`src/rtl/if_fetch.sv`:
```
// Instruction-fetch stage for the 5-stage RV32 pipeline.
// Owns the fetch PC and issues pipelined word fetches to instruction memory.
// In-order responses are buffered in a small FIFO whose head feeds the IF/ID register.
// A redirect flushes the FIFO and discards every fetch still in flight.
// Ports:
//   clk, rst                  clock, synchronous active-high reset
//   redirect_valid/_pc        EX-stage redirect and its word-aligned target
//   block_if                  downstream stall; holds the FIFO head
//   imem_req/_addr/_gnt       fetch request handshake
//   imem_rvalid/_rdata        in-order fetch responses
//   ins_l0/pc_l0/ins_valid_l0 FIFO head to IF/ID (NOP and PC 0 when empty)
module if_fetch #(
    parameter logic [31:0] RESET_PC = 32'h0000_0000,
    parameter int unsigned DEPTH    = 2
) (
    input  logic        clk,
    input  logic        rst,
    input  logic        redirect_valid,
    input  logic [31:0] redirect_pc,
    input  logic        block_if,
    output logic        imem_req,
    output logic [31:0] imem_addr,
    input  logic        imem_gnt,
    input  logic        imem_rvalid,
    input  logic [31:0] imem_rdata,
    output logic [31:0] ins_l0,
    output logic [31:0] pc_l0,
    output logic        ins_valid_l0
);

    localparam int unsigned AW = $clog2(DEPTH);
    localparam int unsigned CW = AW + 1;
    localparam logic [31:0] NOP = 32'h0000_0013;

    // Control state
    logic [31:0]   fetch_pc_q, fetch_pc_d;
    logic [CW-1:0] out_cnt_q,  out_cnt_d;
    logic [CW-1:0] drop_cnt_q, drop_cnt_d;
    logic [CW-1:0] fifo_cnt_q, fifo_cnt_d;
    logic [AW-1:0] fifo_wr_q,  fifo_wr_d;
    logic [AW-1:0] fifo_rd_q,  fifo_rd_d;
    logic [AW-1:0] tag_wr_q,   tag_wr_d;
    logic [AW-1:0] tag_rd_q,   tag_rd_d;

    // Storage (data only, no reset needed)
    logic [31:0] fifo_ins_q [DEPTH];
    logic [31:0] fifo_ins_d [DEPTH];
    logic [31:0] fifo_pc_q  [DEPTH];
    logic [31:0] fifo_pc_d  [DEPTH];
    logic [31:0] tag_q      [DEPTH];
    logic [31:0] tag_d      [DEPTH];

    logic credit_ok;
    logic fire;
    logic rsp;
    logic drop_now;
    logic push;
    logic pop;

    // Credit counts both buffered entries and everything in flight, dropped ones included
    always_comb begin
        credit_ok = ((CW+1)'(fifo_cnt_q) + (CW+1)'(out_cnt_q)) < (CW+1)'(DEPTH);
        imem_req  = !rst && !redirect_valid && credit_ok;
        imem_addr = fetch_pc_q;
    end

    // Head of FIFO drives IF/ID; NOP bubble when empty
    always_comb begin
        ins_valid_l0 = (fifo_cnt_q != '0);
        ins_l0       = ins_valid_l0 ? fifo_ins_q[fifo_rd_q] : NOP;
        pc_l0        = ins_valid_l0 ? fifo_pc_q[fifo_rd_q]  : 32'h0;
    end

    // Next-state logic
    always_comb begin
        fetch_pc_d = fetch_pc_q;
        out_cnt_d  = out_cnt_q;
        drop_cnt_d = drop_cnt_q;
        fifo_cnt_d = fifo_cnt_q;
        fifo_wr_d  = fifo_wr_q;
        fifo_rd_d  = fifo_rd_q;
        tag_wr_d   = tag_wr_q;
        tag_rd_d   = tag_rd_q;
        fifo_ins_d = fifo_ins_q;
        fifo_pc_d  = fifo_pc_q;
        tag_d      = tag_q;

        fire     = imem_req && imem_gnt;
        // Responses with nothing outstanding (stragglers across reset) are ignored
        rsp      = imem_rvalid && (out_cnt_q != '0);
        drop_now = (drop_cnt_q != '0);
        push     = rsp && !drop_now && !redirect_valid;
        pop      = ins_valid_l0 && !block_if && !redirect_valid;

        if (fire) begin
            tag_d[tag_wr_q] = fetch_pc_q;
            tag_wr_d        = tag_wr_q + AW'(1);
            fetch_pc_d      = fetch_pc_q + 32'd4;
        end

        if (rsp) begin
            tag_rd_d = tag_rd_q + AW'(1);
            if (drop_now) begin
                drop_cnt_d = drop_cnt_q - CW'(1);
            end
        end

        out_cnt_d = out_cnt_q + CW'(fire) - CW'(rsp);

        if (push) begin
            fifo_ins_d[fifo_wr_q] = imem_rdata;
            fifo_pc_d[fifo_wr_q]  = tag_q[tag_rd_q];
            fifo_wr_d             = fifo_wr_q + AW'(1);
        end
        if (pop) begin
            fifo_rd_d = fifo_rd_q + AW'(1);
        end
        fifo_cnt_d = fifo_cnt_q + CW'(push) - CW'(pop);

        // Redirect wins: flush FIFO, everything still in flight becomes droppable
        if (redirect_valid) begin
            fetch_pc_d = redirect_pc;
            fifo_cnt_d = '0;
            fifo_wr_d  = '0;
            fifo_rd_d  = '0;
            drop_cnt_d = out_cnt_d;
        end
    end

    // Control registers
    always_ff @(posedge clk) begin
        if (rst) begin
            fetch_pc_q <= RESET_PC;
            out_cnt_q  <= '0;
            drop_cnt_q <= '0;
            fifo_cnt_q <= '0;
            fifo_wr_q  <= '0;
            fifo_rd_q  <= '0;
            tag_wr_q   <= '0;
            tag_rd_q   <= '0;
        end else begin
            fetch_pc_q <= fetch_pc_d;
            out_cnt_q  <= out_cnt_d;
            drop_cnt_q <= drop_cnt_d;
            fifo_cnt_q <= fifo_cnt_d;
            fifo_wr_q  <= fifo_wr_d;
            fifo_rd_q  <= fifo_rd_d;
            tag_wr_q   <= tag_wr_d;
            tag_rd_q   <= tag_rd_d;
        end
    end

    // Payload storage
    always_ff @(posedge clk) begin
        fifo_ins_q <= fifo_ins_d;
        fifo_pc_q  <= fifo_pc_d;
        tag_q      <= tag_d;
    end

endmodule
```
`config.mk`:
```
export PLATFORM = sky130hd
export DESIGN_NAME = if_fetch
export DESIGN_NICKNAME = d
export VERILOG_FILES = /design/src/rtl/if_fetch.sv
export SDC_FILE = /design/constraint.sdc
export NUM_CORES = 1
export LEC_CHECK = 0
export BUFFER_PORTS_ARGS = -buffer_cell sky130_fd_sc_hd__buf_4
export CORE_ASPECT_RATIO = 0.6
export CORE_MARGIN = 2
export CORE_UTILIZATION = 35
export DETAILED_ROUTE_END_ITERATION = 7
export SLEW_MARGIN = 20
export SYNTH_ARGS = -nofsm -noshare
export SYNTH_HDL_FRONTEND = slang
export SYNTH_SLANG_ARGS = --single-unit
```
`constraint.sdc`:
```
create_clock -name clk -period 8.88 [get_ports clk]
set_input_delay 1.332 -clock clk [delete_from_list [all_inputs] [get_ports clk]]
set_output_delay 1.332 -clock clk [all_outputs]
set_load 0.01 [all_outputs]
```
### Word-level counts from Yosys, hierarchy flattened

Cells that the tools add are included.
Widths: inputs -> output; s select.

* logic and storage cells: 81
* flip-flop bits (word level): 234
* output and inout port bits: 98

* reductions and logical operators: 22
* bitwise operators: 4
* muxes and demuxes: 23
* add/subtract/negate cells: 11
* magnitude comparators: 7

Operator list (count)
* $mux 32: 15
* $bwmux 64: 3
* $demux 32 s1: 2
* $add 32x3->32 const B: 1
* $reduce_bool 2->1: 6
* $logic_and 1x1->1: 10
* $ge 2x2->1 const B: 4
* $not 1->2: 4
* $mux 2: 3
* $add 1x1->1 const B: 4
* $add 2x1->2: 2
* $logic_not 1->1: 4
* $lt 2x1->1 const B: 2
* $sub 2x1->2: 2
* $add 2x2->3: 1
* $lt 3x2->1 const B: 1
* $reduce_and 2->1: 1
* $reduce_or 2->1: 1
* $sub 2x1->2 const B: 1

### Logic depth before layout (Yosys ltp)

Gate-level depths: netlist of the first run.

* depth in word-level cells: 7
* depth in mapped cells: 13

### Worst setup path before layout of the first run

OpenSTA, ideal clock, no wires.

* path kind: input-to-reg
* from: input redirect_valid
* to: register fifo_ins_q[32] (netlist name), enable pin
* path slack: 3.630 ns
* required time: 8.394 ns
* data arrival time: 4.764 ns
* stages on the path: 5
* buffers on the path: 2
* cells stage by stage: buf_2 -> clkbuf_1 -> nor3b_1 -> inv_1 -> nor2_1

* longest elaborated chain between the ends: 2

RTL lines
* from (decl): line 18 `input logic redirect_valid,`
* $logic_not 1->1: line 92 `push = rsp && !drop_now && !redirect_valid;`
* $logic_and 1x1->1: line 92
* to (signal assigned): line 155 `fifo_ins_q <= fifo_ins_d;`
* to (decl): line 46 `logic [31:0] fifo_ins_q [DEPTH];`

No other way between the ends.
A chain may end at the register's enable or synchronous reset.

### Final worst setup path of the first run

* from: register fifo_rd_q
* to: output pc_l0[29]

* longest elaborated chain between the ends: 5

RTL lines
* from (decl): line 41 `logic [AW-1:0] fifo_rd_q, fifo_rd_d;`
* from (signal assigned): line 147 `fifo_rd_q <= fifo_rd_d;`
* $not 1->2 (not written as such): line 71 `pc_l0 = ins_valid_l0 ? fifo_pc_q[fifo_rd_q] : 32'h0;`
* $mux 32 (not written as such) (3 in a row): line 71
* $mux 32: line 71
* to (decl): line 27 `output logic [31:0] pc_l0,`

No other way between the ends. The select of a mux whose other input is x is not followed.

==> results by group, run 1 <==
Status
  – Status: complete, no violations

Worst setup path
  – Start point of the critical path: fifo_rd_q
  – FF-to-FF setup slack: around 5.0 ns
  – Worst Path Required: 7.55 ns
  – Worst flop-to-flop path startpoint: out_cnt_q[0]
  – Setup CP Type: flop to output port
  – Crit path DAT: ~2.6 ns
  – Crit start category: flop
  – Reg-to-reg endpoint: drop_cnt_q[1]
  – R2R cell count: 12
  – Endpoint class of the critical path: output port
  – Worst Path Max Fanout: 34

Drt
  – Vias per cell: ~5.0
  – Initial drt markers: ~400
  – DRC: 0
  – Routed length per instance: roughly 19 microns
  – Via count: between 6000 and 7000
  – Metal2 WL: 9.35 mm
  – Final WL: 22.8 mm
  – DR WL met3: 1.37 mm
  – Antenna Nets Post-Route: 0
  – DRT met1 WL: between 10 and 15 mm
  – Detailed Routing Iterations Pass 1: 5
  – Top sig layer: met4

Yosys
  – Post-synth ARST share: 0
  – Sequential area share after synthesis: 0.695
  – Mux cell area share after synthesis: 0.107
  – EDFF count, synth: approximately 190
  – Synth Area in Simple Gates: 0.103
  – Syn Area/Cell: 14.2 sq um
  – Syn Nets: 746
  – Largest family of logic cells by synthesized area: multiplexers
  – Post-Synthesis Cells: 669
  – Most used DFF post-synth: edfxtp_1
  – #FFs+latches synth: ~230
  – Post-synthesis adder-cell area fraction: 0.0100
  – Area fraction in compound gates after synthesis: 0.0486
  – Synth unique cells: 51
  – Cell area after synthesis: about 9500 sq um
  – Synth Area in XOR/XNOR: 0.0166
  – YS warnings: 0

STA
  – Clk_skew: roughly 0.02 ns
  – Worst Tran Pin Value: approximately 1 ns
  – Final Hold Fails: 0
  – Crit share post-route: 0.438
  – Setup tns final: 0 ns
  – Max-slew violation count: 0
  – Peak Freq: between 200 and 300 MHz
  – # setup viols final: 0
  – RSZ-0062 raised after global routing: no
  – Crit path time final: slightly below 4 ns
  – Final Worst Setup Slack: around 5 ns
  – Relative slew slack: 0.344

Worst hold path
  – Hold EP: tag_q[0]
  – Worst Hold Class: flop to flop
  – Cells on Worst Hold Path: 0
  – Hold_sp: imem_addr[0]

Cells and area
  – FILL cells: 2448
  – Share of layout cells above drive strength 1: 0.288
  – Number of diodes: 0
  – Most frequent cells in the layout: edfxtp_1, buf_4, nor2_1
  – Fin cells: around 1200
  – Multi-input gate area: about 2700 sq um
  – Commonest non-fill, non-tap cell in the layout: edfxtp_1
  – Reg area: between 6000 and 7000 sq um
  – Area grow syn2layout: 25.4%
  – Nets: 911

Global route
  – Vias in the first global route: roughly 5700
  – Pin count of the biggest net entering global routing: between 60 and 70
  – Tot GR Track Use: 0.159
  – Global-route wire length before repair: between 30 and 40 mm
  – Initial antenna violation count: 0
  – Gr ovfl total: 0

Die
  – Core box area: about 27000 sq um
  – Initial Util: 0.358
  – Die X: around 220 microns
  – Ports: 168
  – Full die area: 28500 sq um
  – Die height: 132 microns
  – FP Rows: 46

Clocking
  – H-tree levels: 1
  – CTS tree: done
  – Postcts setup bufs: 0
  – Max clock buf depth: 3
  – Hold Buf Count CTS: 0
  – Clock root buffer: clkbuf_16
  – Clk slew on worst S/H paths: around 0.070 ns
  – CTS buffer count: 23
  – Resize count post-CTS: 0
  – Clk_lat worst skew: 0.54 ns
  – CTS Sinks: 234

Placement
  – PortBufs: around 170
  – HPWL Detailed: approximately 15 mm
  – Placer congestion estimate: between 0.8 and 0.9
  – Placed cells: 1168
  – Dpl ws: about 4.7 ns

Power and ir drop
  – Leakage: 0.00415 uW
  – PwrDens: between 200 and 250 nW/um^2
  – Max VDD drop: approximately 0.12 mV

Flow run
  – Max Cap Violations: 0
==> area by class of cell <==
| class | count | share of cell area |
|---|---|---|
| clock buffer | 31 | 0.0508 |
| clock inverter | 11 | 0.0119 |
| timing repair buffer | 173 | 0.111 |
| multi-input combinational | 387 | 0.230 |
| inverter | 15 | 0.00472 |
| sequential | 234 | 0.555 |
| tap | 360 | 0.0378 |
==> synth_stat cells, types with 5 or more instances <==
cell | instances | area (sq um)
a311oi_1 | 10 | 87.6
o31a_1 | 5 | 43.8
nand3_1 | 11 | 55.1
nand4_1 | 11 | 68.8
a211oi_1 | 8 | 60.1
edfxtp_1 | 192 | 5770
and2_1 | 7 | 43.8
and3_1 | 5 | 31.3
nor4_1 | 10 | 62.6
a21oi_1 | 6 | 30.0
o31ai_1 | 5 | 37.5
o21ai_0 | 7 | 35.0
clkbuf_1 | 26 | 97.6
inv_1 | 14 | 52.6
or4_1 | 7 | 52.6
ha_1 | 6 | 75.1
or3_1 | 5 | 31.3
a31oi_1 | 5 | 31.3
dfxtp_1 | 42 | 841
mux2i_1 | 66 | 661
xor2_1 | 7 | 61.3
nor2_1 | 95 | 357
xnor2_1 | 11 | 96.3
mux2_2 | 32 | 360
nand2_1 | 28 | 105
and4_1 | 7 | 61.3
nor3_1 | 7 | 35.0
==> metrics by stage <==
step | cell area, sq um | util | hold WS (ns) | power [uW]
final | 11900 | 0.449 | 0.513 | 2650
after global routing | 11900 | 0.449 | 0.519 | 2770
after CTS | 11900 | 0.448 | 0.508 | 2680
after detailed placement | 11100 | 0.420 | 0.492 | 1700
after global placement | 11100 | 0.420 | 0.493 | 1690
after floorplan | 9510 | - | 0.498 | 1560
==> worst max path at each step <==
stage | endpoint | slack [ns] | cells past startpoint
finish | pc_l0[29] | 4.99 | 4
global route | drop_cnt_q[1] | 4.74 | 12
CTS | pc_l0[29] | 4.91 | 4
detailed placement | tag_q[40] | 4.68 | 5
global placement | drop_cnt_q[1] | 4.78 | 11
floorplan | fifo_ins_q[32] | 3.63 | 5
==> logic make-up after synthesis <==
kind of cell,after synthesis
DFF,234
and+or+nand+nor,202
muxes,98
AOI/OAI and AO/OA,62
buffers and inverters,48
xor gates and xnor gates,18
adders and majority gates,7
==> metal layers <==
layer  track usage  vias to the layer above
met5             0                        -
met1         0.250                     2928
met3        0.0308                       32
li1              -                     2878
met4        0.0301                        0
met2         0.225                      190
==> worst max-delay path, cell delays in order (launching register included) <==
cell and delay [ns]:
dfxtp_4 0.74, buf_4 0.69, mux2i_1 0.30, nor2_1 0.09
buf_4 0.18
==> flip-flops by register name (all words and copies together) (netlist names) <==
register    flops
imem_addr      32
tag_wr_q        1
drop_cnt_q      2
fifo_rd_q       1
fifo_wr_q       1
tag_q          64
fifo_ins_q     64
fifo_pc_q      64
fifo_cnt_q      2
out_cnt_q       2
tag_rd_q        1
==> power by group <==
group / switching (uW) / internal [uW]
clock network: 411 / 570
registers: 68.7 / 1290
logic: 167 / 150
(Power assumes the default switching activity.)
==> run 2: changes to the inputs <==
==> constraint.sdc (replaced) <==
create_clock -name clk -period 3.95 [get_ports clk]
set_input_delay 0.5925 -clock clk [delete_from_list [all_inputs] [get_ports clk]]
set_output_delay 0.5925 -clock clk [all_outputs]
set_load 0.01 [all_outputs]
==> results by group, run 2 (synthesis gave the netlist of run 1 again) <==
Status
  – Status: complete, no violations

Cells and area
  – Area grow syn2layout: 26.1%
  – Number of diodes: 0
  – Commonest non-fill, non-tap cell in the layout: edfxtp_1
  – Share of layout cells above drive strength 1: 0.300
  – Nets: roughly 920
  – FILL cells: between 2000 and 2500
  – Fin cells: 1218
  – Finished Cell Area: approximately 12000 sq um
  – Biggest regs: fifo_ins_q x64, fifo_pc_q x64, tag_q x64
  – Most frequent cells in the layout: edfxtp_1, buf_4, nor2_1

Drt
  – Vias per cell: about 5
  – Antenna Nets Post-Route: 0
  – Detailed Routing Iterations Pass 1: 5
  – Initial drt markers: about 400
  – Via count: roughly 6000
  – Final WL: around 23 mm
  – DRC: 0
  – Routed length per instance: around 19 microns

Placement
  – Placed instance area: between 10000 and 15000 sq um
  – Placed cells: between 1000 and 1500
  – PortBufs: around 170
  – HPWL Detailed: roughly 15 mm
  – Placer congestion estimate: between 0.8 and 0.9

Die
  – Die height: around 130 microns
  – Ports: about 170
  – Core box area: between 20000 and 30000 sq um
  – Full die area: between 20000 and 30000 sq um
  – Die X: about 220 microns
  – FP Rows: between 40 and 50
  – Initial Util: 0.358

Clocking
  – H-tree levels: 1
  – Max clock buf depth: 3
  – Resize count post-CTS: 0
  – Postcts setup bufs: 0
  – Clk slew on worst S/H paths: approximately 0.06 ns
  – CTS Sinks: 234
  – CTS tree: done
  – Hold Buf Count CTS: 0
  – Clk_lat worst skew: around 0.52 ns
  – CTS buffer count: 24
  – Clock root buffer: clkbuf_16

Worst hold path
  – Hold_sp: imem_rdata[3]
  – Worst Hold Class: input pin to flop
  – Cells on Worst Hold Path: 1
  – Hold EP: fifo_ins_q[35]

STA
  – Setup tns final: 0 ns
  – Worst Tran Pin Value: slightly below 1 ns
  – # setup viols final: 0
  – Clk_skew: between 0.008 and 0.009 ns
  – Hold WS: 0.261 ns
  – Final Hold Fails: 0
  – Relative slew slack: 0.349
  – Crit path time final: ~3.2 ns
  – Crit share post-route: 0.808
  – Max-slew violation count: 0
  – Peak Freq: around 310 MHz
  – RSZ-0062 raised after global routing: no

Worst setup path
  – Critical path's slowest cell: or4_4
  – Slowest Stage Delay on Critical Path: between 0.6 and 0.7 ns
  – R2R cell count: 7
  – CP cell instances: and2_1 > fa_1 > or3b_1 > buf_4 > or4_4 > or4_1 > a311oi_1
  – Crit start category: flop
  – Reg-to-reg endpoint: imem_addr[23]
  – Crit path DAT: about 3.6 ns
  – Setup CP Type: flop to flop
  – FF-to-FF setup slack: 0.76 ns
  – Worst Path Max Fanout: 17
  – Worst flop-to-flop path startpoint: fifo_cnt_q[0]
  – Worst Path Required: between 4 and 5 ns
  – Endpoint class of the critical path: flop

Global route
  – Initial antenna violation count: 0
  – Tot GR Track Use: 0.159
  – Gr ovfl total: 0
  – Vias in the first global route: 5758
  – Pin count of the biggest net entering global routing: 57
  – Global-route wire length before repair: ~35 mm

Power and ir drop
  – Tot Pwr: just under 6000 uW
  – PwrDens: between 400 and 500 nW/um^2
  – Leakage: 0.00419 uW
  – Max VDD drop: between 0.3 and 0.4 mV

Flow run
  – Max Cap Violations: 0
run 2: cell types whose count changed in the layout (fill, tap and decap cells not counted), moves of 2 or more:
cell and change:
buf_12 +3, buf_4 +3, bufinv_16 -3, clkbuf_1 -3, clkbuf_16 +4, clkinv_1 -2, clkinv_2 +6
run 2: where the power goes:
part / switching (uW) / internal (uW) / total (uW)
Combinational: 388 / 349 / 736
Sequential: 154 / 2890 / 3040
Clock: 928 / 1240 / 2170
run 2: per-layer routing:
metal	part of all wire	track usage
met1	0.51	0.250
met2	0.41	0.225
met4	0.015	0.0293
met5	0	0
met3	0.066	0.0329
run 2: metrics by stage:
step,util,setup WS (ns)
floorplan,-,0.150
global placement,0.423,0.865
detailed placement,0.423,0.802
CTS,0.452,0.765
global route,0.452,0.621
finish,0.452,0.757
run 2: layout make-up:
cell class	count	area (sq um)	share of cell area
Clock buffer	32	694	0.0579
Clock inverter	12	62.6	0.00522
Tap cell	360	450	0.0376
Multi-Input combinational cell	387	2740	0.228
Inverter	15	56.3	0.00470
Sequential cell	234	6610	0.552
Timing Repair Buffer	178	1370	0.115
run 2: how the worst max path moves through the flow:
stage	startpoint	to	slack, ns	depth (start not counted)
floorplan	out_cnt_q[0]	tag_q[32]	0.15	7
global placement	fifo_cnt_q[0]	imem_addr[23]	0.86	7
finish	fifo_cnt_q[0]	imem_addr[23]	0.76	7
CTS	fifo_cnt_q[0]	imem_addr[23]	0.77	7
detailed placement	fifo_cnt_q[0]	imem_addr[23]	0.80	7
global route	fifo_cnt_q[0]	drop_cnt_q[1]	0.62	13
run 2: critical path: cells and delay by family, from the launching register on:
family / cells / cell delay (ns)
buf+inv: 1 / 0.22
compound gates: 1 / 0.27
flops: 1 / 0.40
simple gates: 4 / 1.75
fa+ha+maj: 1 / 0.46
==> run 3: changes to the inputs <==
==> constraint.sdc (replaced) <==
create_clock -name clk -period 2.7 [get_ports clk]
set_input_delay 0.405 -clock clk [delete_from_list [all_inputs] [get_ports clk]]
set_output_delay 0.405 -clock clk [all_outputs]
set_load 0.01 [all_outputs]
==> results by group, run 3 (synthesis gave the netlist of run 1 again) <==
Worst setup path
  – Crit-path most repeated cell: or4_4
  – Worst Path Required: ~3.1 ns
  – Crit path DAT: roughly 3.2 ns
  – FF-to-FF setup slack: -0.07 ns
  – Worst flop-to-flop path startpoint: fifo_cnt_q[0]
  – Slowest Stage Delay on Critical Path: approximately 0.61 ns
  – CP cell instances: and2_4 > fa_1 > or3b_4 > or4_4 > or4_4 > a311oi_2
  – Setup CP Type: flop to flop
  – Endpoint class of the critical path: flop
  – Critical path's slowest cell: or4_4
  – Reg-to-reg endpoint: imem_addr[23]
  – R2R cell count: 6
  – Start point of the critical path: fifo_cnt_q[0]
  – Crit start category: flop
  – Worst Path Max Fanout: 7

STA
  – Max-slew violation count: 0
  – Final Hold Fails: 0
  – Final Worst Setup Slack: -0.0705 ns
  – Crit path time final: 2.77 ns
  – Worst Tran Pin Value: roughly 0.75 ns
  – Peak Freq: 361 MHz
  – Relative slew slack: 0.500
  – # setup viols final: 4
  – Clk_skew: 0.0116 ns
  – Crit share post-route: 1.03
  – RSZ-0062 raised after global routing: yes

Placement
  – PortBufs: ~170
  – Dpl ws: -0.183 ns
  – HPWL Detailed: between 15 and 20 mm
  – Placer congestion estimate: between 0.7 and 0.8

Worst hold path
  – Worst Hold Class: input pin to flop
  – Hold EP: fifo_ins_q[47]
  – Hold_sp: imem_rdata[15]
  – Cells on Worst Hold Path: 1

Power and ir drop
  – Tot Pwr: 8650 uW
  – PwrDens: 702 nW/um^2
  – Max VDD drop: around 0.32 mV
  – Leakage: 0.00435 uW

Die
  – Core box area: 26500 sq um
  – Initial Util: 0.358
  – Full die area: approximately 29000 sq um
  – Ports: between 150 and 200
  – Die X: 217 microns
  – Die height: 132 microns
  – FP Rows: 46

Global route
  – Initial antenna violation count: 0
  – Tot GR Track Use: 0.161
  – Vias in the first global route: roughly 6000
  – Global-route wire length before repair: approximately 35 mm
  – Gr ovfl total: 0
  – Pin count of the biggest net entering global routing: 65

Clocking
  – CTS tree: done
  – H-tree levels: 1
  – Max clock buf depth: 3
  – Clk_lat worst skew: ~0.51 ns
  – Clk slew on worst S/H paths: approximately 0.060 ns
  – CTS Sinks: between 200 and 250
  – Clock root buffer: clkbuf_16
  – CTS buffer count: 23

Drt
  – Via count: slightly above 6000
  – Final WL: 23.5 mm
  – Routed length per instance: approximately 19 microns
  – Vias per cell: between 4 and 5
  – Detailed Routing Iterations Pass 1: 5
  – DRC: 0
  – Initial drt markers: slightly below 500
  – Antenna Nets Post-Route: 0

Cells and area
  – Commonest non-fill, non-tap cell in the layout: buf_4
  – Share of layout cells above drive strength 1: 0.343
  – Fin util: 0.464
  – Biggest regs: fifo_ins_q x64, fifo_pc_q x64, tag_q x64
  – Nets: between 900 and 1000
  – Area grow syn2layout: 29.6%
  – Most frequent cells in the layout: buf_4, edfxtp_1, nor2_1
  – Number of diodes: 0

Status
  – Failing checks: setup timing
  – Status: finished with violations

Flow run
  – Max Cap Violations: 0
[run 3: cell type report]
type	instances	area (sq um)
clock inverters	9	52.6
clock buffers	32	629
multi-input cells	388	2840
well taps	360	450
inverters	15	58.8
flip-flops and latches	234	6610
fillers	2397	14200
repair buffers	211	1680
[run 3: through the flow]
stage	cells	hold slack, ns	instance area [sq um]	TNS, ns
2_1_floorplan	669	0.504	9570	-0.349
3_3_place_gp	1201	0.473	11500	-0.349
3_5_place_dp	1201	0.483	11500	-1.08
4_1_cts	1246	0.0561	12300	-0.126
5_1_grt	1249	0.0568	12300	-0.629
6_report	1249	0.0748	12300	-0.228
[run 3: critical path: cells and delay by family (launching register included)]
family          cells  cell delay, ns
flops               1            0.32
simple gates        4            1.66
fa+ha+maj           1            0.45
compound gates      1            0.25
[run 3: how the worst max path moves through the flow]
stage | to | slack [ns] | cells past startpoint
floorplan | drop_cnt_q[1] | -0.15 | 13
global placement | imem_addr[23] | -0.10 | 6
detailed placement | imem_addr[23] | -0.18 | 6
CTS | imem_addr[23] | -0.03 | 6
global route | imem_addr[23] | -0.15 | 7
finish | imem_addr[23] | -0.07 | 6
[run 3: what timing repair did]
action | 4_1_cts | 5_1_grt
hold buffers | 0 | 0
buffers inserted | 4 | 2
cloned | 0 | 1
gates resized for setup | 3 | 10
endpoints found under the setup margin | 12 | 13
pin swaps | 2 | 8
[run 3: layer usage]
| metal | up-vias | part of all wire | GRT usage |
|---|---|---|---|
| met4 | 0 | 0.014 | 0.0323 |
| met5 | - | 0 | 0 |
| li1 | 2954 | - | - |
| met2 | 186 | 0.42 | 0.225 |
| met1 | 3040 | 0.50 | 0.253 |
| met3 | 24 | 0.072 | 0.0363 |
[run 3: power breakdown]
part | internal (uW) | leakage, uW | switching, uW | total (uW)
sequential | 4230 | 0.00210 | 137 | 4370
clock | 1630 | 0.000334 | 1330 | 2960
combinational | 629 | 0.00192 | 692 | 1320
